===== src/rtl/aes_block_loader.sv =====
// -----------------------------------------------------------------------------
// aes_block_loader
//
// Sits downstream of the byte-to-word input port. It assembles the port's
// 32-bit words into a 128-bit key block and a 128-bit data block for the
// AES-128 core. Words arrive MSB-first within a block. When both blocks are
// complete it pulses start, then holds both blocks stable until core_done.
//
// Ports
//   clk         system clock, rising edge
//   rst         synchronous, active-high reset
//   in_word     32-bit word from the input port
//   in_valid    one-cycle pulse qualifying in_word
//   key_reload  one-cycle pulse: discard the key and reload it from the next
//               four words
//   core_done   one-cycle pulse from the AES core: operation finished
//   key_out     assembled 128-bit key
//   data_out    assembled 128-bit data block
//   key_valid   key_out holds a complete key
//   start       one-cycle pulse: key_out/data_out are ready for the core
//   busy        operation in flight (start issued, core_done not yet seen)
//   overrun     sticky: a word was dropped because busy was high
//
// Parameter
//   KEY_PERSIST 1: the key is loaded once and reused for every following
//               data block. 0: every operation takes a fresh key (8 words).
// -----------------------------------------------------------------------------
module aes_block_loader #(
   parameter int unsigned KEY_PERSIST = 1
) (
   input  logic         clk,
   input  logic         rst,
   input  logic [31:0]  in_word,
   input  logic         in_valid,
   input  logic         key_reload,
   input  logic         core_done,
   output logic [127:0] key_out,
   output logic [127:0] data_out,
   output logic         key_valid,
   output logic         start,
   output logic         busy,
   output logic         overrun
);

   typedef enum logic [1:0] {
      S_KEY   = 2'd0,
      S_DATA  = 2'd1,
      S_START = 2'd2,
      S_WAIT  = 2'd3
   } state_t;

   state_t       state_q, state_d;
   logic [1:0]   cnt_q, cnt_d;
   logic [127:0] key_q, key_d;
   logic [127:0] data_q, data_d;
   logic         key_valid_q, key_valid_d;
   logic         start_q, start_d;
   logic         busy_q, busy_d;
   logic         overrun_q, overrun_d;
   logic         reload_pending_q, reload_pending_d;

   // Word idx lands in bits [127-32*idx : 96-32*idx]; other bits are kept.
   function automatic logic [127:0] insert_word(input logic [127:0] blk,
                                                input logic [1:0]   idx,
                                                input logic [31:0]  w);
      logic [127:0] r;
      r = blk;
      case (idx)
         2'd0:    r[127:96] = w;
         2'd1:    r[95:64]  = w;
         2'd2:    r[63:32]  = w;
         default: r[31:0]   = w;
      endcase
      return r;
   endfunction

   always_ff @(posedge clk) begin
      if (rst) begin
         state_q          <= S_KEY;
         cnt_q            <= 2'd0;
         key_q            <= '0;
         data_q           <= '0;
         key_valid_q      <= 1'b0;
         start_q          <= 1'b0;
         busy_q           <= 1'b0;
         overrun_q        <= 1'b0;
         reload_pending_q <= 1'b0;
      end else begin
         state_q          <= state_d;
         cnt_q            <= cnt_d;
         key_q            <= key_d;
         data_q           <= data_d;
         key_valid_q      <= key_valid_d;
         start_q          <= start_d;
         busy_q           <= busy_d;
         overrun_q        <= overrun_d;
         reload_pending_q <= reload_pending_d;
      end
   end

   always_comb begin
      state_d          = state_q;
      cnt_d            = cnt_q;
      key_d            = key_q;
      data_d           = data_q;
      key_valid_d      = key_valid_q;
      start_d          = 1'b0;
      busy_d           = busy_q;
      overrun_d        = overrun_q;
      reload_pending_d = reload_pending_q;

      case (state_q)
         S_KEY: begin
            // key_reload beats a coincident word; the word is silently lost.
            if (key_reload) begin
               cnt_d       = 2'd0;
               key_valid_d = 1'b0;
            end else if (in_valid) begin
               key_d = insert_word(key_q, cnt_q, in_word);
               cnt_d = cnt_q + 2'd1;
               if (cnt_q == 2'd3) begin
                  key_valid_d = 1'b1;
                  state_d     = S_DATA;
               end
            end
         end

         S_DATA: begin
            if (key_reload) begin
               cnt_d       = 2'd0;
               key_valid_d = 1'b0;
               state_d     = S_KEY;
            end else if (in_valid) begin
               data_d = insert_word(data_q, cnt_q, in_word);
               cnt_d  = cnt_q + 2'd1;
               if (cnt_q == 2'd3) begin
                  start_d = 1'b1;
                  busy_d  = 1'b1;
                  state_d = S_START;
               end
            end
         end

         S_START: begin
            // core_done is not honoured here; the core has only just started.
            if (in_valid)   overrun_d        = 1'b1;
            if (key_reload) reload_pending_d = 1'b1;
            state_d = S_WAIT;
         end

         default: begin // S_WAIT
            if (in_valid)   overrun_d        = 1'b1;
            if (key_reload) reload_pending_d = 1'b1;
            if (core_done) begin
               busy_d = 1'b0;
               // A reload pulsed on the same edge as core_done still counts.
               if ((KEY_PERSIST != 0) && !(reload_pending_q || key_reload)) begin
                  state_d = S_DATA;
               end else begin
                  state_d          = S_KEY;
                  key_valid_d      = 1'b0;
                  reload_pending_d = 1'b0;
               end
            end
         end
      endcase
   end

   assign key_out   = key_q;
   assign data_out  = data_q;
   assign key_valid = key_valid_q;
   assign start     = start_q;
   assign busy      = busy_q;
   assign overrun   = overrun_q;

endmodule


===== config.mk =====
export PLATFORM = sky130hd
export DESIGN_NAME = aes_block_loader
export DESIGN_NICKNAME = d
export VERILOG_FILES = /design/src/rtl/aes_block_loader.sv
export SDC_FILE = /design/constraint.sdc
export NUM_CORES = 1
export LEC_CHECK = 0
export BUFFER_PORTS_ARGS = -buffer_cell sky130_fd_sc_hd__buf_2
export CAP_MARGIN = 0
export CORE_ASPECT_RATIO = 0.5
export CORE_MARGIN = 1.5
export CORE_UTILIZATION = 52
export CTS_CLUSTER_SIZE = 24
export DETAILED_ROUTE_END_ITERATION = 6
export GPL_TIMING_DRIVEN = 0
export PLACE_DENSITY_LB_ADDON = 0.05
export SYNTH_ARGS = -nofsm -noshare
export SYNTH_HDL_FRONTEND = slang
export SYNTH_SLANG_ARGS = --single-unit

===== constraint.sdc =====
create_clock -name clk -period 1.57 [get_ports clk]
set_input_delay 0.314 -clock clk [delete_from_list [all_inputs] [get_ports clk]]
set_output_delay 0.314 -clock clk [all_outputs]
set_load 0.05 [all_outputs]

==> results of run 1 <==
## worst register-to-register path, cell delays in order (launching register included)
cell and delay (ps):
sky130_fd_sc_hd__dfxtp_1 320, sky130_fd_sc_hd__buf_6 130, sky130_fd_sc_hd__nor2b_4 140, sky130_fd_sc_hd__buf_6 160, sky130_fd_sc_hd__nand3_2 90, sky130_fd_sc_hd__buf_6 180
sky130_fd_sc_hd__buf_12 160, sky130_fd_sc_hd__mux2i_1 140
## final timing paths
path,from,end,slack [ps]
worst min register to register,key_out[97]$_SDFFE_PP0P_,key_out[97]$_SDFFE_PP0P_,470
worst min-delay path,in_valid,overrun$_SDFFE_PP0P_,160
worst max-delay path,rst,key_out[90]$_SDFFE_PP0P_,70
worst max register to register,state_q[0]$_SDFFE_PP0P_,data_out[24]$_SDFFE_PP0P_,90
## flip-flops by register name, summed over array words and instances (netlist names)
signal and count:
cnt_q 2, start 1, data_out 128, key_out 128, overrun 1, state_q 2, key_valid 1, busy 1
reload_pending_q 1
## per-layer routing
metal	vias to the layer above	track usage, %
li1	3784	-
met1	3846	38.8
met2	215	44.0
met3	34	7.86
met4	0	4.66
met5	-	0
## area by class of cell
cell class                      count  area (um2)
Antenna cell                        2        5.00
Buffer                             95         598
Clock buffer                       31         698
Clock inverter                     13         150
Fill cell                        1647        6420
Inverter                            4        15.0
Multi-Input combinational cell    591        4790
Sequential cell                   265        5310
Tap cell                          266         333
Timing Repair Buffer              296        1500
## Yosys cell counts (all sizes together), types with 2 or more instances
cell type    n
nand2b     288
dfxtp      265
mux2i      256
clkbuf      49
buf         46
nand3       10
a21oi        8
ha           5
nor2         5
inv          4
and3         2
nand2        2
nor2b        2
## timing repair
action,in CTS,in global routing
setup buffers,0,2
setup endpoints to repair,1,20
resized for setup,1,3
pin swaps,0,1
cloned,0,0
## cell families (layout without fill, tap and decap cells)
family | count (synthesis) | count (layout) | share of synthesized area, %
simple gates | 312 | 312 | 19.0
flops | 265 | 265 | 49.6
mux | 256 | 256 | 24.0
buf+inv | 99 | 439 | 5.70
compound gates | 17 | 17 | 1.05
fa+ha+maj | 5 | 5 | 0.585
xor+xnor | 1 | 1 | 0.0819
other cells | 0 | 2 | 0
## report_power, final
group	switching [mW]	leakage [nW]	internal [mW]	total, mW
sequential	0.0331	2.14	6.78	6.81
combinational	0.607	4.73	0.319	0.926
clock	2.65	0.412	3.64	6.30
total	3.29	7.28	10.7	14.0
## metrics by stage
step                utilization [%]  power (mW)
floorplan                         -        7.59
global placement               63.1        7.86
detailed placement             63.1        7.88
CTS                            67.4        14.1
global route                   67.6        14.4
finish                         67.6        14.0
==> results.py, run 1 <==
metrics = {
    "outcome": {
        "outcome": "finished clean",
    },
    "final_layout": {
        "final_nets": 1319,
        "layout-drive-gt1-share_pct": 30.0,
        "finalInstanceArea_um2": 13400,
        "layout.cells.non_filler": 1563,
        "layout_common_cells": "302 x sky130_fd_sc_hd__buf_2, 288 x sky130_fd_sc_hd__nand2b_1, 264 x sky130_fd_sc_hd__dfxtp_1, 256 x sky130_fd_sc_hd__mux2i_1, 50 x sky130_fd_sc_hd__clkbuf_1",
        "synthToLayoutAreaGrowth_pct": 25.3,
        "final_common_cell": "sky130_fd_sc_hd__buf_2",
    },
    "place": {
        "buffer_ports.inserted": 294,
        "placement.setup.worst_slack_ps": -442,
        "post_dp_cell_area_um2": 12500,
        "placedCellCount": 1515,
        "globalplace.congestion": 0.852,
        "dpl.hpwl_um": 22500,
    },
    "clock_network": {
        "cts_hold_buffers": 0,
        "clkLatencyLatePin_ps": 520,
        "cts_max_path_buffers": 3,
        "cts.clk_slew.worst_paths_ps": 70,
        "cts.htree.levels": 1,
        "clock-sinks": 265,
        "cts_tree": "yes",
        "cts_inserted_buffers": 24,
        "root_buffer_selected_by_cts": "sky130_fd_sc_hd__clkbuf_16",
    },
    "synth": {
        "yosys_warnings": 0,
        "synth-edff-count": 0,
        "synth_area_leaders": "sky130_fd_sc_hd__dfxtp_1 50%, sky130_fd_sc_hd__mux2i_1 24%, sky130_fd_sc_hd__nand2b_1 17%, sky130_fd_sc_hd__buf_6 2.4%, sky130_fd_sc_hd__clkbuf_1 1.7%",
        "postSynthAreaPerCell_um2": 11.2,
        "synth_largest_type_area_fraction_pct": 49.6,
        "synthArstFlopShare_pct": 0,
        "yosys_most_used_dff": "sky130_fd_sc_hd__dfxtp_1",
        "syn_nets": 997,
        "syn_inst": 955,
        "ys_ff_latch": 265,
        "netlist_area_um2": 10700,
        "synth.distinct_cells": 33,
        "synth.largest_area_cell": "sky130_fd_sc_hd__dfxtp_1",
        "synth.yosys.seq_area_share_pct": 49.6,
    },
    "worst_setup_path": {
        "cp_max_fo": 11,
        "worst-r2r-cell-count": 7,
        "crit_slowest_cell": "sky130_fd_sc_hd__clkbuf_1",
        "setup.worst_path.end_class": "flop",
        "critical-path-top-delay-family": "buffers and inverters",
        "timing.critical_path.depth": 6,
        "critPathLaunchType": "input pin",
        "critical_path_required_ps": 1950,
        "worstPathArrival_ps": 1890,
        "crit_buf_inv": 4,
        "crit_chain": "buf_2 -> buf_2 -> buf_2 -> clkbuf_1 -> nand2b_1 -> mux2i_1",
        "most_numerous_cell_on_the_critical_path": "sky130_fd_sc_hd__buf_2",
        "crit_path_max_incr_delay_ps": 450,
        "worstSetupPathType": "in2reg",
    },
    "timing": {
        "max_slew_margin_pct": 53.9,
        "min_period_ps": 1500,
        "postLayoutSetupSlackWorst_ps": 67.1,
        "final_hold_viol_count": 0,
        "setup_viol": 0,
        "worst_hold_slack_ps": 156,
        "finalClockSkew_ps": 8.71,
        "timing_max_transition_violations_final": 0,
        "fin_setup_tns_ps": 0,
        "rsz0062_at_grt": "false",
        "timing_worst_slew_pin_value_ps": 692,
        "fmax_ghz": 0.665,
        "layout_worst_path_cycle_share_pct": 95.7,
    },
    "die": {
        "design.core.area_um2": 19800,
        "row_count": 36,
        "start_util_pct": 54.0,
        "die_width_um": 206,
        "fp.dieArea_um2": 21500,
        "num_io_pins": 297,
        "die_height_um": 104,
    },
    "route": {
        "dr_wl_met3_um": 2870,
        "vias": 7879,
        "dr.max_layer_used": "met4",
        "drt_first_pass_iters": 5,
        "met2WireLength_um": 13600,
        "wl_met1_um": 13800,
        "dr_drc_count": 0,
        "post_drt_wl_per_cell_um": 19.6,
        "wirelength_um": 30700,
        "final_ant_viol_nets": 0,
        "vias_per_instance": 5.04,
        "initialDrtViolationCount": 379,
    },
    "run": {
        "maximum_capacitance_violations": 0,
    },
    "pwr": {
        "cellPowerDensity_nw_per_um2": 1050,
        "power.static_leakage_nw": 7.28,
        "vdd_drop_max_mv": 0.636,
    },
    "global_route": {
        "grt_first_pass_wirelength_um": 46300,
        "gr-usage-all-layers_pct": 28.0,
        "grt_overflow": 0,
        "grt_antenna_before_repair": 1,
        "grt_max_degree": 17,
        "grt_pass1_vias": 7921,
    },
    "worst_hold_path": {
        "hold_path_depth": 3,
        "hold_path.class": "in2reg",
    },
}
Power figures use the tool's default switching activity.
==> run 2: changes to the inputs <==
- CORE_UTILIZATION: 52 -> 56
- CTS_CLUSTER_DIAMETER: default -> 40
- RECOVER_POWER: default -> 100
- clock period: 1.57 -> 1.85 ns (I/O delays scaled with it)
==> results.py, run 2 (synthesis gave the netlist of run 1 again) <==
metrics = {
    "pwr": {
        "p_comb_share_pct": 6.5,
        "seq_power_share_pct": 49.3,
        "switching_power_summed_over_all_nets_mw": 3.11,
        "vdd_drop_max_mv": 0.498,
        "p_sw_share_pct": 26.5,
        "clock_power_share_pct": 44.2,
        "cellPowerDensity_nw_per_um2": 893,
        "cellInternalPower_mw": 8.62,
        "power.static_leakage_nw": 6.74,
    },
    "clock_network": {
        "clkLatencyLatePin_ps": 540,
        "cts_max_path_buffers": 3,
        "cts_resized": 0,
        "cts_tree": "yes",
        "cts.htree.levels": 1,
        "root_buffer_selected_by_cts": "sky130_fd_sc_hd__clkbuf_16",
        "cts_hold_buffers": 0,
        "cts.clk_slew.worst_paths_ps": 90,
        "cts_post_setup_buffers_inserted": 0,
        "cts_inserted_buffers": 22,
        "clock-sinks": 265,
    },
    "route": {
        "initialDrtViolationCount": 245,
        "vias_per_instance": 5.07,
        "final_ant_viol_nets": 0,
        "dr_drc_count": 0,
        "wirelength_um": 29500,
        "drt_first_pass_iters": 7,
        "vias": 7836,
        "post_drt_wl_per_cell_um": 19.0,
    },
    "global_route": {
        "use_met1_pct": 39.2,
        "grt_pass1_vias": 7800,
        "globalRoute.busiestLayer": "met2",
        "grt_util_met2_pct": 47.8,
        "grt_antenna_before_repair": 0,
        "gr-usage-all-layers_pct": 29.1,
        "met3_track_demand_over_resource_pct": 7.43,
        "grt_overflow": 0,
        "grt_first_pass_wirelength_um": 44500,
        "grt_max_degree": 25,
    },
    "final_layout": {
        "n_antenna_cell": 0,
        "num-fill-cells": 1491,
        "layout_common_cells": "288 x sky130_fd_sc_hd__nand2b_1, 265 x sky130_fd_sc_hd__dfxtp_1, 256 x sky130_fd_sc_hd__mux2i_1, 197 x sky130_fd_sc_hd__clkbuf_2, 118 x sky130_fd_sc_hd__clkbuf_1",
        "final_nets": 1315,
        "layout-drive-gt1-share_pct": 23.7,
        "final_common_cell": "sky130_fd_sc_hd__nand2b_1",
        "finalInstanceArea_um2": 13100,
        "synthToLayoutAreaGrowth_pct": 22.8,
        "postLayoutCoreUtil_pct": 70.7,
    },
    "timing": {
        "timing_worst_slew_pin_value_ps": 668,
        "fmax_ghz": 0.580,
        "min_period_ps": 1720,
        "rsz0062_at_grt": "false",
        "max_slew_margin_pct": 55.5,
        "final_hold_viol_count": 0,
        "finalClockSkew_ps": 20.1,
        "timing_max_transition_violations_final": 0,
        "setup_viol": 0,
        "layout_worst_path_cycle_share_pct": 93.2,
    },
    "die": {
        "die_height_um": 101,
        "die_width_um": 198,
        "fp.dieArea_um2": 20000,
        "design.core.area_um2": 18600,
        "row_count": 35,
        "start_util_pct": 57.6,
        "num_io_pins": 297,
    },
    "outcome": {
        "outcome": "finished clean",
    },
    "worst_setup_path": {
        "critPathLaunchType": "flop",
        "setup.worst_path.end_class": "output port",
        "critical_path_required_ps": 1480,
        "worstSetupPathType": "reg2out",
        "critical-path-top-delay-family": "buffers and inverters",
        "worstPathArrival_ps": 1350,
        "crit_path_max_incr_delay_ps": 510,
        "cp_max_fo": 2,
        "crit_chain": "buf_1",
        "crit_buf_inv": 1,
        "crit_slowest_cell": "sky130_fd_sc_hd__buf_1",
    },
    "run": {
        "maximum_capacitance_violations": 0,
    },
    "place": {
        "globalplace.congestion": 0.843,
        "post_dp_cell_area_um2": 12500,
        "dpl.hpwl_um": 21700,
        "buffer_ports.inserted": 294,
    },
    "worst_hold_path": {
        "hold_path.class": "in2reg",
    },
}
-- run 2: cell types whose count changed in the layout (fill, tap and decap cells not counted), moves of 5 or more --
cell                       before  now
sky130_fd_sc_hd__buf_2        302   42
sky130_fd_sc_hd__buf_6         22   13
sky130_fd_sc_hd__clkbuf_1      50  118
sky130_fd_sc_hd__clkbuf_2       0  197
sky130_fd_sc_hd__clkinv_2       6    1
-- run 2: final timing paths --
path	startpoint	to	slack, ps	cells past startpoint
setup / recovery	key_out[79]$_SDFFE_PP0P_	key_out[79]	130	1
hold / removal	in_valid	overrun$_SDFFE_PP0P_	170	3
setup reg to reg	state_q[0]$_SDFFE_PP0P_	data_out[22]$_SDFFE_PP0P_	160	7
hold reg to reg	busy$_SDFFE_PP0P_	busy$_SDFFE_PP0P_	460	2
-- run 2: power by group through the flow --
stage          clock network, mW  registers [mW]  logic [mW]
2_1_floorplan                  0            6.08       0.359
3_3_place_gp                   0            5.91       0.758
3_5_place_dp                   0            5.91       0.770
4_1_cts                     5.24            5.78       0.774
5_1_grt                     5.47            5.79       0.806
6_report                    5.18            5.78       0.763
-- run 2: area by class of cell --
class	count	area [um2]	share of cell area, %
buffer	95	529	4.03
clock buffer	23	564	4.30
clock inverter	16	248	1.89
inverter	4	15.0	0.114
multi-input combinational	591	4760	36.3
sequential	265	5310	40.4
tap	259	324	2.47
timing repair buffer	294	1380	10.5
-- run 2: worst register-to-register path: cells and delay by family, from the launching register on --
family | cells | cell delay [ps]
buffers and inverters | 4 | 850
multiplexers | 1 | 150
flip-flops | 1 | 340
AND/OR/NAND/NOR | 2 | 220
-- run 2: stage by stage --
step           hold slack (ps)  TNS, ps  total power [mW]  cells  setup slack (ps)
4_1_cts                    155        0              11.8   1547               263
3_3_place_gp               457   -14680              6.67   1508              -176
6_report                   172        0              11.7   1547               125
5_1_grt                    197        0              12.1   1547              94.1
3_5_place_dp               454   -24640              6.68   1508              -273
2_1_floorplan              515        0              6.44    955               443
-- run 2: routing by layer --
layer,share of wire [%],wire (um),vias to the layer above
li1,-,-,3761
met1,47,13800,3834
met2,45,13300,212
met3,6.7,1990,29
met4,1.2,342,0
met5,0,0,-
==> run 3: changes to the inputs <==
- ABC_AREA: default -> 1
- CORE_UTILIZATION: 56 -> 55
==> results.py, run 3 <==
metrics = {
    "route": {
        "dr_drc_count": 0,
        "post_drt_wl_per_cell_um": 17.3,
        "vias": 9178,
        "wirelength_um": 30400,
        "vias_per_instance": 5.24,
        "drt_first_pass_iters": 5,
        "final_ant_viol_nets": 0,
        "initialDrtViolationCount": 586,
    },
    "die": {
        "fp.dieArea_um2": 18100,
        "start_util_pct": 57.1,
        "die_height_um": 96.0,
        "die_width_um": 189,
        "num_io_pins": 297,
        "design.core.area_um2": 16600,
        "row_count": 33,
    },
    "synth": {
        "synth.distinct_cells": 23,
        "syn_nets": 1237,
        "yosys_warnings": 0,
        "ys_ff_latch": 265,
        "synth-edff-count": 0,
        "most_frequent_cell_after_synthesis": "sky130_fd_sc_hd__nor2_1",
        "synth.largest_area_cell": "sky130_fd_sc_hd__dfxtp_1",
        "netlist_area_um2": 9510,
        "synth_area_leaders": "sky130_fd_sc_hd__dfxtp_1 56%, sky130_fd_sc_hd__nor2_1 21%, sky130_fd_sc_hd__o21ai_0 11%, sky130_fd_sc_hd__buf_6 3.1%, sky130_fd_sc_hd__o21ai_1 2.9%",
        "yosys_most_used_dff": "sky130_fd_sc_hd__dfxtp_1",
        "synth.yosys.seq_area_share_pct": 55.8,
        "synth_largest_type_area_fraction_pct": 55.8,
        "syn_inst": 1195,
        "synthArstFlopShare_pct": 0,
        "postSynthAreaPerCell_um2": 7.95,
        "yosys-top-cells-count": "520 x sky130_fd_sc_hd__nor2_1, 265 x sky130_fd_sc_hd__dfxtp_1, 205 x sky130_fd_sc_hd__o21ai_0",
    },
    "worst_setup_path": {
        "crit_start": "state_q[0]$_SDFFE_PP0P_",
        "worst_r2r_startpoint": "state_q[0]$_SDFFE_PP0P_",
        "worstSetupPathType": "reg2reg",
        "worstPathArrival_ps": 2260,
        "r2r-end": "data_out[4]$_SDFFE_PP0P_",
        "cp_max_fo": 10,
        "critical_path_required_ps": 2290,
        "worst-r2r-cell-count": 8,
        "critPathLaunchType": "flop",
        "setup.reg_to_reg.worst_slack_ps": 30,
        "setup.worst_path.end_class": "flop",
    },
    "global_route": {
        "grt_max_degree": 25,
        "gr-usage-all-layers_pct": 32.7,
        "grt_overflow": 0,
        "grt_first_pass_wirelength_um": 45100,
        "grt_antenna_before_repair": 0,
        "grt_pass1_vias": 8175,
    },
    "place": {
        "dpl.hpwl_um": 22200,
        "globalplace.congestion": 0.970,
        "post_dp_cell_area_um2": 11300,
        "buffer_ports.inserted": 296,
        "placedCellCount": 1718,
    },
    "final_layout": {
        "layout_common_cells": "520 x sky130_fd_sc_hd__nor2_1, 265 x sky130_fd_sc_hd__dfxtp_1, 215 x sky130_fd_sc_hd__clkbuf_1, 205 x sky130_fd_sc_hd__o21ai_0, 92 x sky130_fd_sc_hd__clkbuf_2",
        "layout-drive-gt1-share_pct": 13.5,
        "synthToLayoutAreaGrowth_pct": 23.9,
        "finalInstanceArea_um2": 11800,
        "final_nets": 1554,
        "n_antenna_cell": 0,
        "final_common_cell": "sky130_fd_sc_hd__nor2_1",
        "layout.cells.non_filler": 1752,
    },
    "timing": {
        "worst_hold_slack_ps": 81.3,
        "timing_max_transition_violations_final": 0,
        "setup_viol": 0,
        "max_slew_margin_pct": 56.3,
        "layout_worst_path_cycle_share_pct": 98.4,
        "finalClockSkew_ps": 9.99,
        "fmax_ghz": 0.549,
        "timing_worst_slew_pin_value_ps": 659,
        "min_period_ps": 1820,
        "rsz0062_at_grt": "true",
        "final_hold_viol_count": 0,
    },
    "pwr": {
        "power.static_leakage_nw": 4.62,
        "vdd_drop_max_mv": 0.787,
        "cellPowerDensity_nw_per_um2": 1150,
    },
    "worst_hold_path": {
        "min-delay-start": "rst",
        "hold_path.class": "in2reg",
        "hold_path_depth": 2,
        "hold_end": "cnt_q[1]$_SDFFE_PP0P_",
    },
    "clock_network": {
        "clock-sinks": 265,
        "cts.clk_slew.worst_paths_ps": 90,
        "cts_tree": "yes",
        "cts_max_path_buffers": 3,
        "cts_resized": 0,
        "cts_hold_buffers": 0,
        "cts_post_setup_buffers_inserted": 0,
        "cts.htree.levels": 1,
        "root_buffer_selected_by_cts": "sky130_fd_sc_hd__clkbuf_16",
        "cts_inserted_buffers": 19,
        "clkLatencyLatePin_ps": 500,
    },
    "outcome": {
        "outcome": "finished clean",
    },
    "run": {
        "maximum_capacitance_violations": 0,
    },
}
## run 3: cell types whose count changed after synthesis, sizes merged, moves of 3 or more
cell,before,now
buf,46,29
a21oi,8,5
nor2,5,523
nand3,10,15
nand2,2,17
nand2b,288,0
inv,4,21
o21ai,1,260
mux2i,256,0
## run 3: worst max-delay path by stage
| stage | to | slack, ps | cells after the start |
|---|---|---|---|
| 2_1_floorplan | data_out[111]$_SDFFE_PP0P_ | 530 | 7 |
| 3_3_place_gp | key_out[105]$_SDFFE_PP0P_ | 70 | 7 |
| 3_5_place_dp | key_out[112]$_SDFFE_PP0P_ | 30 | 8 |
| 4_1_cts | key_out[112]$_SDFFE_PP0P_ | 70 | 7 |
| 5_1_grt | data_out[25]$_SDFFE_PP0P_ | -0.2 | 7 |
| 6_report | data_out[4]$_SDFFE_PP0P_ | 30 | 8 |
## run 3: power by group
| part | leakage, nW | switching [mW] | internal [mW] |
|---|---|---|---|
| clock | 0.347 | 2.23 | 2.61 |
| sequential | 2.14 | 0.158 | 6.00 |
| combinational | 2.13 | 2.01 | 0.597 |
## run 3: metal layers
metal	vias up	GRT usage [%]	part of all wire (%)
met4	0	10.1	2.5
met1	4271	43.4	44
met2	383	53.7	45
met5	-	0	0
met3	56	7.66	9.1
li1	4468	-	-
## run 3: cells by family after synthesis
kind of cell | after synthesis | share of synthesized area (%)
AO/OA/AOI/OAI | 269 | 14.3
flip-flops | 265 | 55.8
AND/OR/NAND/NOR | 557 | 23.3
adder cells (fa/ha/maj) | 5 | 0.658
buffers and inverters | 99 | 6.00
## run 3: final cells by class
type | instances | area, um2
plain buffers | 78 | 483
clock buffers | 20 | 489
clock inverters | 14 | 236
fillers | 1467 | 4860
inverters | 21 | 78.8
multi-input cells | 831 | 3630
flip-flops and latches | 265 | 5310
well taps | 227 | 284
repair buffers | 296 | 1260
## run 3: metrics by stage
| stage | power [mW] | setup WS, ps | util (%) | setup TNS (ps) |
|---|---|---|---|---|
| 6_report | 13.6 | 30.1 | 70.8 | 0 |
| 5_1_grt | 14.1 | -0.163 | 70.8 | -0.163 |
| 4_1_cts | 13.6 | 72.4 | 72.1 | 0 |
| 3_5_place_dp | 8.90 | 31.2 | 67.7 | 0 |
| 3_3_place_gp | 8.85 | 68.1 | 67.7 | 0 |
| 2_1_floorplan | 8.19 | 525 | - | 0 |
## run 3: critical path: stages, from the launching register on
cell                      delay, ps
sky130_fd_sc_hd__dfxtp_1        340
sky130_fd_sc_hd__buf_6          130
sky130_fd_sc_hd__inv_1          100
sky130_fd_sc_hd__nor2_4         270
sky130_fd_sc_hd__nand3_4        240
sky130_fd_sc_hd__inv_2          300
sky130_fd_sc_hd__buf_6          190
sky130_fd_sc_hd__nor2_1          40
sky130_fd_sc_hd__nor2_1         120
